`config.mk`:
```
export PLATFORM = sky130hd
export DESIGN_NAME = load_store_ctrl
export DESIGN_NICKNAME = d
export VERILOG_FILES = /design/src/rtl/load_store_ctrl.sv
export SDC_FILE = /design/constraint.sdc
export NUM_CORES = 1
export LEC_CHECK = 0
export ABC_AREA = 1
export CORE_ASPECT_RATIO = 1.4
export CORE_MARGIN = 3
export CORE_UTILIZATION = 44
export DETAILED_ROUTE_END_ITERATION = 12
export PLACE_DENSITY = 0.84
export SYNTH_ARGS = -nofsm -noshare
export SYNTH_HDL_FRONTEND = slang
export SYNTH_SLANG_ARGS = --single-unit
```
`constraint.sdc`:
```
create_clock -name clk -period 1.85 [get_ports clk]
set_input_delay 0.185 -clock clk [delete_from_list [all_inputs] [get_ports clk]]
set_output_delay 0.185 -clock clk [all_outputs]
set_load 0.05 [all_outputs]
```
`src/rtl/load_store_ctrl.sv`:
```
// Load/store controller between the execute/memory stage and a ready-handshake data memory port.
// It formats store lanes, extends load data, and reports misaligned, illegal-width and timed-out accesses.
module load_store_ctrl #(
  parameter int TIMEOUT = 16
) (
  input  logic        clk,
  input  logic        rst,
  input  logic        memRead,
  input  logic        memWrite,
  input  logic [2:0]  loadCtrl,
  input  logic [1:0]  storeCtrl,
  input  logic [31:0] addr,
  input  logic [31:0] storeData,
  output logic        dmemReq,
  output logic        dmemWe,
  output logic [31:0] dmemAddr,
  output logic [3:0]  dmemByteEn,
  output logic [31:0] dmemWData,
  input  logic [31:0] dmemRData,
  input  logic        dmemReady,
  output logic        stall,
  output logic [31:0] loadData,
  output logic        loadValid,
  output logic        fault,
  output logic [1:0]  faultCause
);

  typedef enum logic [1:0] {
    IDLE  = 2'd0,
    BUSY  = 2'd1,
    DONE  = 2'd2,
    FAULT = 2'd3
  } state_t;

  localparam int CNT_W = (TIMEOUT > 2) ? $clog2(TIMEOUT) : 1;
  localparam logic [CNT_W-1:0] CNT_LAST = CNT_W'((TIMEOUT > 0) ? (TIMEOUT - 1) : 0);
  localparam bit TO_EN = (TIMEOUT != 0);

  state_t           state_r, state_next_s;
  logic [CNT_W-1:0] cnt_r;
  logic             is_load_r;
  logic [2:0]       ld_funct_r;
  logic [1:0]       ld_off_r;

  logic        req_s, is_store_s, illegal_s, misalign_s;
  logic [3:0]  be_s;
  logic [31:0] wdata_s;
  logic        stall_s, accept_s, complete_s, timeout_s, bad_s;

  // Selects the byte or half named by the latched offset and sign/zero-extends it.
  function automatic logic [31:0] extend_load(input logic [2:0] funct,
                                              input logic [1:0] off,
                                              input logic [31:0] rdata);
    logic [31:0] shifted;
    logic [7:0]  b;
    logic [15:0] h;
    shifted = rdata >> {off, 3'b000};
    b = shifted[7:0];
    h = off[1] ? rdata[31:16] : rdata[15:0];
    case (funct)
      3'b000:  extend_load = {{24{b[7]}}, b};
      3'b001:  extend_load = {{16{h[15]}}, h};
      3'b100:  extend_load = {24'h000000, b};
      3'b101:  extend_load = {16'h0000, h};
      default: extend_load = rdata;
    endcase
  endfunction

  assign req_s      = memRead | memWrite;
  assign is_store_s = memWrite;
  assign stall      = stall_s & ~rst;

  // Request decode: legality, alignment, byte lanes and replicated write data.
  always_comb begin
    illegal_s  = 1'b0;
    misalign_s = 1'b0;
    be_s       = 4'b1111;
    wdata_s    = storeData;
    if (is_store_s) begin
      case (storeCtrl)
        2'b00: begin
          be_s    = 4'b0001 << addr[1:0];
          wdata_s = {4{storeData[7:0]}};
        end
        2'b01: begin
          be_s       = 4'b0011 << addr[1:0];
          wdata_s    = {2{storeData[15:0]}};
          misalign_s = addr[0];
        end
        2'b10:   misalign_s = (addr[1:0] != 2'b00);
        default: illegal_s  = 1'b1;
      endcase
    end else begin
      case (loadCtrl)
        3'b000, 3'b100: misalign_s = 1'b0;
        3'b001, 3'b101: misalign_s = addr[0];
        3'b010:         misalign_s = (addr[1:0] != 2'b00);
        default:        illegal_s  = 1'b1;
      endcase
    end
  end

  // Next-state logic and combinational pipeline hold.
  always_comb begin
    state_next_s = state_r;
    stall_s      = 1'b0;
    accept_s     = 1'b0;
    complete_s   = 1'b0;
    timeout_s    = 1'b0;
    bad_s        = 1'b0;
    case (state_r)
      IDLE: begin
        if (req_s) begin
          stall_s = 1'b1;
          if (illegal_s | misalign_s) begin
            bad_s        = 1'b1;
            state_next_s = FAULT;
          end else begin
            accept_s     = 1'b1;
            state_next_s = BUSY;
          end
        end else begin
          state_next_s = IDLE;
        end
      end
      BUSY: begin
        stall_s = 1'b1;
        // Ready wins over a timeout landing in the same cycle.
        if (dmemReady) begin
          complete_s   = 1'b1;
          state_next_s = DONE;
        end else if (TO_EN && (cnt_r == CNT_LAST)) begin
          timeout_s    = 1'b1;
          state_next_s = FAULT;
        end else begin
          state_next_s = BUSY;
        end
      end
      DONE:    state_next_s = IDLE;
      FAULT:   state_next_s = IDLE;
      default: state_next_s = IDLE;
    endcase
  end

  // State, timeout counter, latched access and all registered outputs.
  always_ff @(posedge clk) begin
    if (rst) begin
      state_r    <= IDLE;
      cnt_r      <= '0;
      is_load_r  <= 1'b0;
      ld_funct_r <= 3'b000;
      ld_off_r   <= 2'b00;
      dmemReq    <= 1'b0;
      dmemWe     <= 1'b0;
      dmemAddr   <= 32'h0000_0000;
      dmemByteEn <= 4'b0000;
      dmemWData  <= 32'h0000_0000;
      loadData   <= 32'h0000_0000;
      loadValid  <= 1'b0;
      fault      <= 1'b0;
      faultCause <= 2'b00;
    end else begin
      state_r   <= state_next_s;
      loadValid <= 1'b0;
      fault     <= 1'b0;
      if (accept_s) begin
        dmemReq    <= 1'b1;
        dmemWe     <= is_store_s;
        dmemAddr   <= {addr[31:2], 2'b00};
        dmemByteEn <= be_s;
        dmemWData  <= wdata_s;
        is_load_r  <= ~is_store_s;
        ld_funct_r <= loadCtrl;
        ld_off_r   <= addr[1:0];
        cnt_r      <= '0;
      end else if (complete_s) begin
        dmemReq <= 1'b0;
        dmemWe  <= 1'b0;
        if (is_load_r) begin
          loadData  <= extend_load(ld_funct_r, ld_off_r, dmemRData);
          loadValid <= 1'b1;
        end
      end else if (timeout_s) begin
        dmemReq    <= 1'b0;
        dmemWe     <= 1'b0;
        fault      <= 1'b1;
        faultCause <= 2'b10;
      end else if (bad_s) begin
        fault      <= 1'b1;
        faultCause <= illegal_s ? 2'b11 : 2'b01;
      end else if (state_r == BUSY) begin
        cnt_r <= cnt_r + CNT_W'(1);
      end
    end
  end

endmodule
```
Word level (Yosys, flattened, before mapping)
Index checks and enable logic that the tools add are counted.

Register bits after elaboration: 116. Input port bits: 106.

$add $sub $neg: 1. Equality and inequality tests: 13. Shift-type cells: 3. Muxes and demuxes: 40. Bitwise logic cells: 9. Reductions and logical operators: 17.

Operator list (count): 32-bit one-hot mux with 4 select lines (1); 32-bit one-hot mux with 2 select lines (1); 32-bit two-way mux (1); 32-bit by 5-bit right shift with 8-bit output (1); 1-bit two-way mux (23); 16-bit two-way mux (1); 2-bit two-way mux (7); 3-bit equality test (second input constant) (4); 3-bit OR reduction (3); 4-bit one-hot mux with 2 select lines (1); 2-bit equality test (second input constant) (3); 3-bit by 1-bit equality test with 1-bit output (second input constant) (2); 3-bit zero test (2); 1-bit NOT (6); 1-bit one-hot mux with 2 select lines (3); 2-bit one-hot mux with 3 select lines (1); 3-bit AND reduction (2); 2-bit OR reduction (3); 5-bit OR reduction (1); 4-bit by 1-bit adder with 4-bit output (second input constant) (1); 2-bit by 1-bit equality test with 1-bit output (second input constant) (2); 4-bit equality test (second input constant) (1); 2-bit zero test (2); 4-bit two-way mux (1); 8 further kinds (10).

Logic depth before layout (Yosys ltp)
Gate-level depths: netlist of the first run.

Depth after elaboration: 10. Gate-level depth with buffers: 13. Gate-level depth less buffers: 12.

Worst setup path after synthesis of the first run
OpenSTA, ideal clock, no wires.

Kind: input port to output port. From: input memWrite. To: output stall. Data arrival time: 1.481 ns. Path slack: 0.184 ns. Stages on the path: 5. Cell sequence: buf_2 nor2_1 nor3_4 inv_1 a21oi_1.

Cells in the longest elaborated chain, start to end: 4.

RTL lines: start, declared (RTL line 9) `input logic memWrite,`; 1-bit bitwise OR (RTL line 69) `assign req_s = memRead | memWrite;`; 1-bit two-way mux (RTL line 113) `if (req_s) begin`; 1-bit one-hot mux with 2 select lines (RTL line 111) `case (state_r)`; 1-bit AND (RTL line 71) `assign stall = stall_s & ~rst;`; end, declared (RTL line 21) `output logic stall,`.

No other way between the ends.

Worst setup path after layout of the first run
From: register dmemAddr[22]. To: output dmemAddr[22].

RTL lines: start, declared (RTL line 16) `output logic [31:0] dmemAddr,`; start signal, assigned (RTL line 169) `dmemAddr <= {addr[31:2], 2'b00};`.

No word-level cell between the ends.

==> metrics.md, run 1 <==
| Metric | Value |
|---|---|
| Status | `finished, final reports clean` |
| Most frequent cells in the layout | `251 x nand2_1, 207 x clkdlybuf4s50_1, 116 x dfxtp_1, 89 x a21oi_1, 62 x inv_1` |
| CP bufs+invs | `1` |
| Peak VDD IR | `0.714 mV` |
| Reg clk slew, reported paths | `0.06 ns` |
| Die outline height | `138 um` |
| Htree depth | `4` |
| Dpl ws | `-0.305 ns` |
| Drt first pass iters | `5` |
| Sequential share of power | `33.2%` |
| Clock Sinks | `116` |
| Share of cells above drive strength 1 | `9.36%` |
| Vias | `6269` |
| Final hold violation count | `0` |
| Port Buf Inserts | `210` |
| Hold Crit Class | `input port to register` |
| CP endpoint kind | `primary output` |
| Number of global-route vias before repair | `6008` |
| Avg Cell Area, Syn | `6.96 um2` |
| Crit path DAT | `1.63 ns` |
| Clock tree from TritonCTS | `built` |
| Core Rows | `47` |
| P_leak | `3.70 nW` |
| DIE AREA | `13800 um2` |
| CP delay by family, top | `buffers and inverters` |
| Area of the core | `12000 um2` |
| Slew @ Worst Pin | `0.567 ns` |
| Ant diodes | `0` |
| Fin. max-slew vios | `0` |
| Hold Path Sink | `is_load_r` |
| 1st-iter DRT viols | `385` |
| Detailed-route wire length per cell | `15.9 um` |
| HP Start | `rst` |
| Worst-skew pair later-pin latency | `0.41 ns` |
| Kind of critical path | `register to primary output` |
| Pwr dens | `972 nW/um2` |
| Sw power | `2.79 mW` |
| CP max stage cell | `clkdlybuf4s50_1` |
| Hold Buf Count CTS | `0` |
| Final setup fails | `0` |
| Initial Util | `45.5%` |
| Crit-path max FO | `2` |
| CTS Buf Count | `17` |
| Internal power | `5.59 mW` |
| Sum Neg Setup Slack | `0 ns` |
| Synth warnings | `0` |
| Maximum clock rate | `550 MHz` |
| Initial antenna violation count | `0` |
| Clk network pwr share | `39.4%` |
| Root Driver | `clkbuf_16` |
| DRC | `0` |
| Largest net degree at the start of global routing | `48` |
| Synth area leaders | `dfxtp_1 43%, nand2_1 17%, a21oi_1 8.3%` |
| Switching share of power | `33.3%` |
| Ports | `213` |
| R2r startpoint | `ld_off_r[1]` |
| Placed cell areas | `7960 um2` |
| Skew final | `0.00653 ns` |
| Synthesized area | `5450 um2` |
| Netlist cell types | `33` |
| Reg2Reg Depth | `7` |
| Tot GR Track Use | `25.9%` |
| Most common cell after layout, fill and taps aside | `nand2_1` |
| Mean number of vias per cell | `5.34` |
| CP required | `1.66 ns` |
| Antenna-violating nets left | `0` |
| PnR worst setup slack | `0.0326 ns` |
| Filler cells | `933` |
| Relative max-transition margin | `62.1%` |
| Final WL | `18.6 mm` |
| Syn-to-layout area delta | `58.1%` |
| R2r setup slk | `0.24 ns` |
| Sequential fraction of the synthesis area | `42.6%` |
| Clock Tree Buf Depth | `2` |
| Tmin final | `1.82 ns` |
| GR Overflow Total | `0` |
| Cells after Synth | `784` |
| Gp weighted congestion | `0.903` |
| Max Cap Viol | `0` |
| Crit path largest cell delay | `0.84 ns` |
| Crit path cell chain | `clkdlybuf4s50_1` |
| Cells on Worst Hold Path | `3` |
| Final worst path period share | `98.2%` |
| Post-DP HPWL | `12.9 mm` |
| R2R Path End | `loadData[0]` |
| NumNets Final | `1124` |
| Combinational Power Share | `27.4%` |
| Synth Register Bits | `116` |
| Startpoint Class | `register` |
| Leading area contributor after synthesis | `dfxtp_1` |
| Post-synth top area share | `42.6%` |
| Design area | `8620 um2` |
| First-pass GRT wire length | `28.5 mm` |
| Die Wd | `100 um` |
## logic make-up after synthesis
family | synth area share [%]
and+or+nand+nor | 26.0
AOI/OAI and AO/OA | 20.3
buffers and inverters | 9.45
DFF | 42.6
adders and majority gates | 1.15
xor gates and xnor gates | 0.321
other | 0.0688
muxes | 0.184
## state kept, by name, summed over array words and instances, names as in the netlist
register	cells
cnt_r	4
dmemWe	1
fault	1
dmemByteEn	4
dmemReq	1
ld_off_r	2
is_load_r	1
state_r	2
dmemAddr	30
loadData	32
loadValid	1
ld_funct_r	3
faultCause	2
dmemWData	32
## worst max-delay path by stage
stage	from	slack, ns	endpoint	cells after the start
final	dmemAddr[22]	0.03	dmemAddr[22]	1
after global routing	dmemAddr[22]	-0.01	dmemAddr[22]	1
after CTS	dmemByteEn[1]	0.03	dmemByteEn[1]	1
after detailed placement	storeCtrl[0]	-0.30	dmemWData[19]	14
after global placement	storeCtrl[0]	-0.20	dmemWData[20]	14
after floorplan	memWrite	0.18	stall	5
## cells in the mapped netlist (all sizes together)
| cell | count |
|---|---|
| nor3 | 9 |
| dfxtp | 116 |
| a22oi | 12 |
| nor2 | 32 |
| inv | 65 |
| or2 | 1 |
| a21oi | 90 |
| o22ai | 1 |
| xnor2 | 2 |
| o21bai | 7 |
| o211ai | 10 |
| nand3 | 44 |
| nand2 | 254 |
| buf | 27 |
| a31oi | 1 |
| o21ai | 54 |
| clkbuf | 24 |
| conb | 1 |
| clkinv | 4 |
| ha | 5 |
| mux2i | 1 |
| nand4 | 5 |
| o21a | 10 |
| o2111ai | 9 |
## worst reg2reg max path, cell delays in order (launching register included)
cell	delay, ns
dfxtp_1	0.36
buf_4	0.22
nor2_1	0.24
a21oi_1	0.09
o21ai_0	0.29
nand2_1	0.12
o21ai_0	0.09
o21ai_0	0.09
## power groups by stage
stage	Sequential, mW	Combinational, mW	Clock (mW)
floorplan	3.37	0.759	0
global placement	2.83	2.19	0
detailed placement	2.83	2.21	0
CTS	2.78	2.23	3.35
global route	2.80	2.45	3.44
finish	2.78	2.29	3.30
## repair_timing
item,CTS,global route
buffers inserted,0,1
endpoints found under the setup margin,1,8
pin swaps,0,1
resized for setup,1,4
gates cloned,0,2
## layout make-up
class	instances	area, um2	share of cell area, %
clock buffers	17	425	4.93
clock inverters	15	173	2.00
inverters	69	267	3.09
multi-input cells	549	2620	30.4
flip-flops and latches	116	2320	26.9
well taps	147	184	2.13
repair buffers	260	2630	30.5
## per-layer routing
layer  vias up  wire, um  part of all wire, %  global-route usage, %
li1       3027         -                    -                      -
met2       313      9360                   50                   45.7
met4         0       807                  4.3                   14.1
met5         -         0                    0                      0
met1      2869      6870                   37                   28.4
met3        60      1580                  8.5                   6.59
## through the flow
step                utilization (%)  total power, mW  cells  hold slack (ns)
CTS                            71.3             8.36   1170            0.193
finish                         71.9             8.38   1173            0.207
global placement               66.3             5.02   1138            0.428
floorplan                         -             4.13    785            0.323
detailed placement             66.3             5.04   1138            0.432
global route                   71.9             8.69   1173            0.229
Note: power is estimated with default switching activity, not from simulation.
==> run 2: changes to the inputs <==
Settings changed: SKIP_CTS_REPAIR_TIMING set to 1.
==> run 2 against run 1 <==
Compared with the run above: core utilization hardly changed; critical path depth stayed put; global-route usage stayed put; sequential power hardly changed; via count is 0.26% lower; fmax is 0.23% lower; clock skew is 0.0016 ns higher; combinational power hardly changed; non-clock buffer count stayed put; count of clock-buffer cells in the layout stayed put; cell count stayed put; critical path type unchanged; largest power group unchanged; highest routed layer unchanged.
==> metrics.md, run 2 (synthesized netlist as in run 1, its figures left out) <==
| Metric | Value |
|---|---|
| Combinational Power Share | `27.3% (about the same)` |
| Crit path largest cell delay | `0.86 ns (+0.02 ns)` |
| Number of global-route vias before repair | `6008 (unchanged)` |
| Reg2Reg Depth | `7 (unchanged)` |
| DRC | `0 (unchanged)` |
| CP delay by family, top | `buffers and inverters` |
| Pwr dens | `971 nW/um2 (-0.11%)` |
| Htree depth | `4 (unchanged)` |
| Kind of critical path | `register to primary output` |
| PnR worst setup slack | `0.0283 ns (-0.00425 ns)` |
| Fin. max-slew vios | `0 (unchanged)` |
| Most common cell after layout, fill and taps aside | `nand2_1` |
| Most frequent cells in the layout | `251 x nand2_1, 207 x clkdlybuf4s50_1, 116 x dfxtp_1, 89 x a21oi_1, 62 x inv_1` |
| Power, Total | `8.37 mW (about the same)` |
| Area of the core | `12000 um2 (unchanged)` |
| Clock Tree Buf Depth | `2 (unchanged)` |
| Drt first pass iters | `8 (+3)` |
| Largest registers | `dmemWData (32), loadData (32), dmemAddr (30)` |
| P_leak | `3.71 nW (+0.21%)` |
| Maximum clock rate | `549 MHz (-0.23%)` |
| Crit path DAT | `1.64 ns (about the same)` |
| Cell total after placement | `1138 (unchanged)` |
| Final WL | `18.5 mm (-0.39%)` |
| NumNets Final | `1124 (unchanged)` |
| Relative max-transition margin | `62.1% (about the same)` |
| Gp weighted congestion | `0.903 (unchanged)` |
| Port Buf Inserts | `210 (unchanged)` |
| Hold Crit Class | `input port to register` |
| Mean number of vias per cell | `5.33 (-0.26%)` |
| R2r startpoint | `ld_off_r[1]` |
| CTS Buf Count | `17 (unchanged)` |
| Filler cells | `935 (+0.21%)` |
| Post-DP HPWL | `12.9 mm (unchanged)` |
| Syn-to-layout area delta | `58.2% (about the same)` |
| R2R Path End | `loadData[0]` |
| Clock tree from TritonCTS | `built` |
| RSZ-0062 raised after global routing | `no` |
| Startpoint Class | `register` |
| Peak VDD IR | `0.739 mV (+3.5%)` |
| Multi-input gate area | `2620 um2 (unchanged)` |
| Root Driver | `clkbuf_16` |
| Sw power | `2.78 mW (-0.20%)` |
| CP endpoint kind | `primary output` |
| R2r setup slk | `0.24 ns (about the same)` |
| Worst-skew pair later-pin latency | `0.42 ns (about the same)` |
| GR Overflow Total | `0 (unchanged)` |
| Antenna-violating nets left | `0 (unchanged)` |
| Vias | `6253 (-0.26%)` |
| Hold Path Sink | `is_load_r` |
| Final setup fails | `0 (unchanged)` |
| Crit-path max FO | `2 (unchanged)` |
| Sequential share of power | `33.2% (about the same)` |
| Tmin final | `1.82 ns (+0.00425 ns)` |
| Initial antenna violation count | `0 (unchanged)` |
| CP bufs+invs | `1 (unchanged)` |
| Initial Util | `45.5% (unchanged)` |
| HP Start | `rst` |
| Ant diodes | `0 (unchanged)` |
| Detailed-route wire length per cell | `15.8 um (-0.39%)` |
| Die Wd | `100 um (unchanged)` |
| Reg clk slew, reported paths | `0.06 ns (about the same)` |
| Final hold violation count | `0 (unchanged)` |
| Final worst path period share | `98.5% (+0.23 points)` |
| Share of cells above drive strength 1 | `9.36% (unchanged)` |
| Switching share of power | `33.2% (-0.043 points)` |
| Reg area | `2320 um2 (unchanged)` |
| Clk network pwr share | `39.5% (about the same)` |
| Status | `finished, final reports clean` |
| Crit path cell chain | `clkdlybuf4s50_1` |
| CP max stage cell | `clkdlybuf4s50_1` |
| Clock Sinks | `116 (unchanged)` |
| Non-Filler Instances | `1173 (unchanged)` |
| Dpl ws | `-0.305 ns (unchanged)` |
| Cells on Worst Hold Path | `3 (unchanged)` |
| Slew @ Worst Pin | `0.567 ns (-0.000109 ns)` |
| DIE AREA | `13800 um2 (unchanged)` |
| Max Cap Viol | `0 (unchanged)` |
| Internal power | `5.59 mW (about the same)` |
| Largest net degree at the start of global routing | `48 (unchanged)` |
| Ports | `213 (unchanged)` |
| CP required | `1.66 ns (about the same)` |
| Core Rows | `47 (unchanged)` |
| Tot GR Track Use | `25.9% (unchanged)` |
| First-pass GRT wire length | `28.5 mm (unchanged)` |
| 1st-iter DRT viols | `361 (-6.2%)` |
| Die outline height | `138 um (unchanged)` |
| Skew final | `0.00812 ns (+0.00159 ns)` |
-- run 2: cell types whose count changed in the layout (fill, tap and decap cells not counted) --
cell            before  now
dlygate4sd2_1        1    0
dlymetal6s2s_1       0    1
-- run 2: per-stage QoR --
step	setup TNS, ns	cell area (um2)	util, %	hold slack (ns)
CTS	-0.145	8560	71.3	0.193
global route	0	8630	71.9	0.229
global placement	-14.07	7960	66.3	0.428
floorplan	0	5460	-	0.323
detailed placement	-20.47	7960	66.3	0.432
finish	0	8630	71.9	0.199
-- run 2: layout make-up --
class	instances	area share (%)
sequential	116	26.9
inverter	69	3.09
clock buffer	17	4.93
clock inverter	15	2.00
timing repair buffer	260	30.5
multi-input combinational	549	30.4
tap	147	2.13
-- run 2: worst max-delay path by stage --
stage,from,cells past startpoint,endpoint
4_1_cts,memWrite,7,stall
2_1_floorplan,memWrite,5,stall
3_3_place_gp,storeCtrl[0],14,dmemWData[20]
3_5_place_dp,storeCtrl[0],14,dmemWData[19]
6_report,dmemByteEn[1],1,dmemByteEn[1]
5_1_grt,dmemAddr[15],1,dmemAddr[15]
-- run 2: layer usage --
metal / routed length (um) / track usage, %
met5: 0 / 0
met4: 827 / 14.1
met3: 1560 / 6.59
met2: 9270 / 45.7
met1: 6880 / 28.4
-- run 2: power groups by stage --
| stage | logic, mW | registers, mW | clock network, mW |
|---|---|---|---|
| after detailed placement | 2.21 | 2.83 | 0 |
| after floorplan | 0.759 | 3.37 | 0 |
| after global routing | 2.45 | 2.80 | 3.44 |
| final | 2.29 | 2.78 | 3.30 |
| after CTS | 2.23 | 2.78 | 3.35 |
| after global placement | 2.19 | 2.83 | 0 |
==> run 3: changes to the inputs <==
Settings changed: CORE_MARGIN 3 to not set.
==> run 3 against run 2 <==
Compared with the run above: core utilization is 0.43 points lower; largest power group unchanged; register-to-register slack better by 0.12 ns; worst setup slack gained 0.029 ns; global-route usage grew 1.6 points; die area shrank 6.8%; sequential power barely moved; non-clock buffer count is 3 lower; cell area fell by 1.1%; via count fell by 1.8%.
==> metrics.md, run 3 (synthesized netlist as in run 1, its figures left out) <==
| Metric | Value |
|---|---|
| Status | `finished, final reports clean` |
| CP delay by family, top | `buffers and inverters` |
| Port Buf Inserts | `210 (unchanged)` |
| Power, Total | `8.28 mW (-1.2%)` |
| Die Wd | `96.1 um (-4.0%)` |
| Tmin final | `1.79 ns (-0.0286 ns)` |
| Core Rows | `47 (unchanged)` |
| CP endpoint kind | `primary output` |
| CP required | `1.66 ns (about the same)` |
| Worst-skew pair later-pin latency | `0.41 ns (about the same)` |
| Ant diodes | `0 (unchanged)` |
| Crit path largest cell delay | `0.85 ns (about the same)` |
| RSZ-0062 raised after global routing | `no` |
| 1st-iter DRT viols | `348 (-3.6%)` |
| Drt first pass iters | `6 (-2)` |
| Ports | `213 (unchanged)` |
| Number of global-route vias before repair | `5791 (-3.6%)` |
| Post-DP HPWL | `12.4 mm (-3.5%)` |
| Slew @ Worst Pin | `0.558 ns (-0.00920 ns)` |
| Relative max-transition margin | `62.7% (+0.62 points)` |
| Final hold violation count | `0 (unchanged)` |
| Clock tree from TritonCTS | `built` |
| Vias | `6139 (-1.8%)` |
| Startpoint Class | `register` |
| Fin. max-slew vios | `0 (unchanged)` |
| Crit-path max FO | `2 (unchanged)` |
| Mean number of vias per cell | `5.25 (-1.6%)` |
| Maximum clock rate | `558 MHz (+1.6%)` |
| Largest registers | `dmemWData (32), loadData (32), dmemAddr (30)` |
| NumNets Final | `1121 (-0.27%)` |
| Pwr dens | `970 nW/um2 (about the same)` |
| Sum Neg Setup Slack | `0 ns (unchanged)` |
| Clock Sinks | `116 (unchanged)` |
| Die outline height | `134 um (-2.9%)` |
| GR Overflow Total | `0 (unchanged)` |
| DRC | `0 (unchanged)` |
| Max Cap Viol | `0 (unchanged)` |
| Syn-to-layout area delta | `56.5%` |
| Most common cell after layout, fill and taps aside | `nand2_1` |
| Skew final | `0.00595 ns (-0.00217 ns)` |
| Placed cell areas | `7930 um2 (-0.35%)` |
| Area of the core | `11900 um2 (-0.49%)` |
| Kind of critical path | `register to primary output` |
| Antenna-violating nets left | `0 (unchanged)` |
| Final setup fails | `0 (unchanged)` |
| Most frequent cells in the layout | `251 x nand2_1, 206 x clkdlybuf4s50_1, 116 x dfxtp_1, 89 x a21oi_1, 62 x inv_1` |
| DIE AREA | `12900 um2 (-6.8%)` |
| First-pass GRT wire length | `27.4 mm (-3.9%)` |
| CP bufs+invs | `1 (unchanged)` |
| Initial antenna violation count | `0 (unchanged)` |
| CTS Buf Count | `17 (unchanged)` |
| Final WL | `17.3 mm (-6.8%)` |
| Largest net degree at the start of global routing | `41 (-15%)` |
| Gp weighted congestion | `0.872 (-3.4%)` |
| Detailed-route wire length per cell | `14.8 um (-6.6%)` |
| Root Driver | `clkbuf_16` |
| Design area | `8530 um2 (-1.1%)` |
| P_leak | `3.67 nW (-1.0%)` |
| Crit path cell chain | `clkdlybuf4s50_1` |
| Reg clk slew, reported paths | `0.06 ns (about the same)` |
| Clock Tree Buf Depth | `2 (unchanged)` |
| Htree depth | `4 (unchanged)` |
| Crit path DAT | `1.61 ns (-0.03 ns)` |
| Initial Util | `45.7% (+0.22 points)` |
| Tot GR Track Use | `27.5% (+1.6 points)` |
| CP max stage cell | `clkdlybuf4s50_1` |
| Final Util | `71.5% (-0.43 points)` |
| Share of cells above drive strength 1 | `9.19% (-0.17 points)` |
| Peak VDD IR | `0.681 mV (-7.8%)` |
| Final worst path period share | `96.9% (-1.5 points)` |
| Hold Crit Class | `input port to register` |
run 3: layout make-up:
type                            count  area, um2
Fill cell                         904       3400
Clock buffer                       17        425
Multi-Input combinational cell    549       2620
Tap cell                          147        184
Clock inverter                     15        169
Timing Repair Buffer              257       2550
Inverter                           69        262
Sequential cell                   116       2320
run 3: report_power, final:
part	leakage (nW)	internal [mW]	total [mW]	switching (mW)
logic	2.44	0.842	2.19	1.35
registers	0.946	2.68	2.78	0.106
clock network	0.284	2.02	3.30	1.29
total	3.67	5.54	8.28	2.74
run 3: metrics by stage:
step,instances,hold slack (ns),setup slack (ns)
floorplan,785,0.323,0.184
global placement,1138,0.428,-0.202
detailed placement,1138,0.432,-0.246
CTS,1170,0.257,-0.191
global route,1170,0.277,0.00718
finish,1170,0.244,0.0569
run 3: routing by layer:
metal	part of all wire (%)	GRT usage [%]	routed length, um
met5	0	0	0
met4	3.2	12.4	553
met2	51	47.7	8780
met1	38	30.4	6500
met3	8.3	7.93	1440
run 3: final timing paths:
check        cells after the start            end         start  slack, ns
max                              1    dmemAddr[8]   dmemAddr[8]       0.06
max reg2reg                      7    loadData[0]   ld_off_r[1]       0.36
min                              4  faultCause[0]           rst       0.24
min reg2reg                      2   dmemWData[4]  dmemWData[4]       0.45
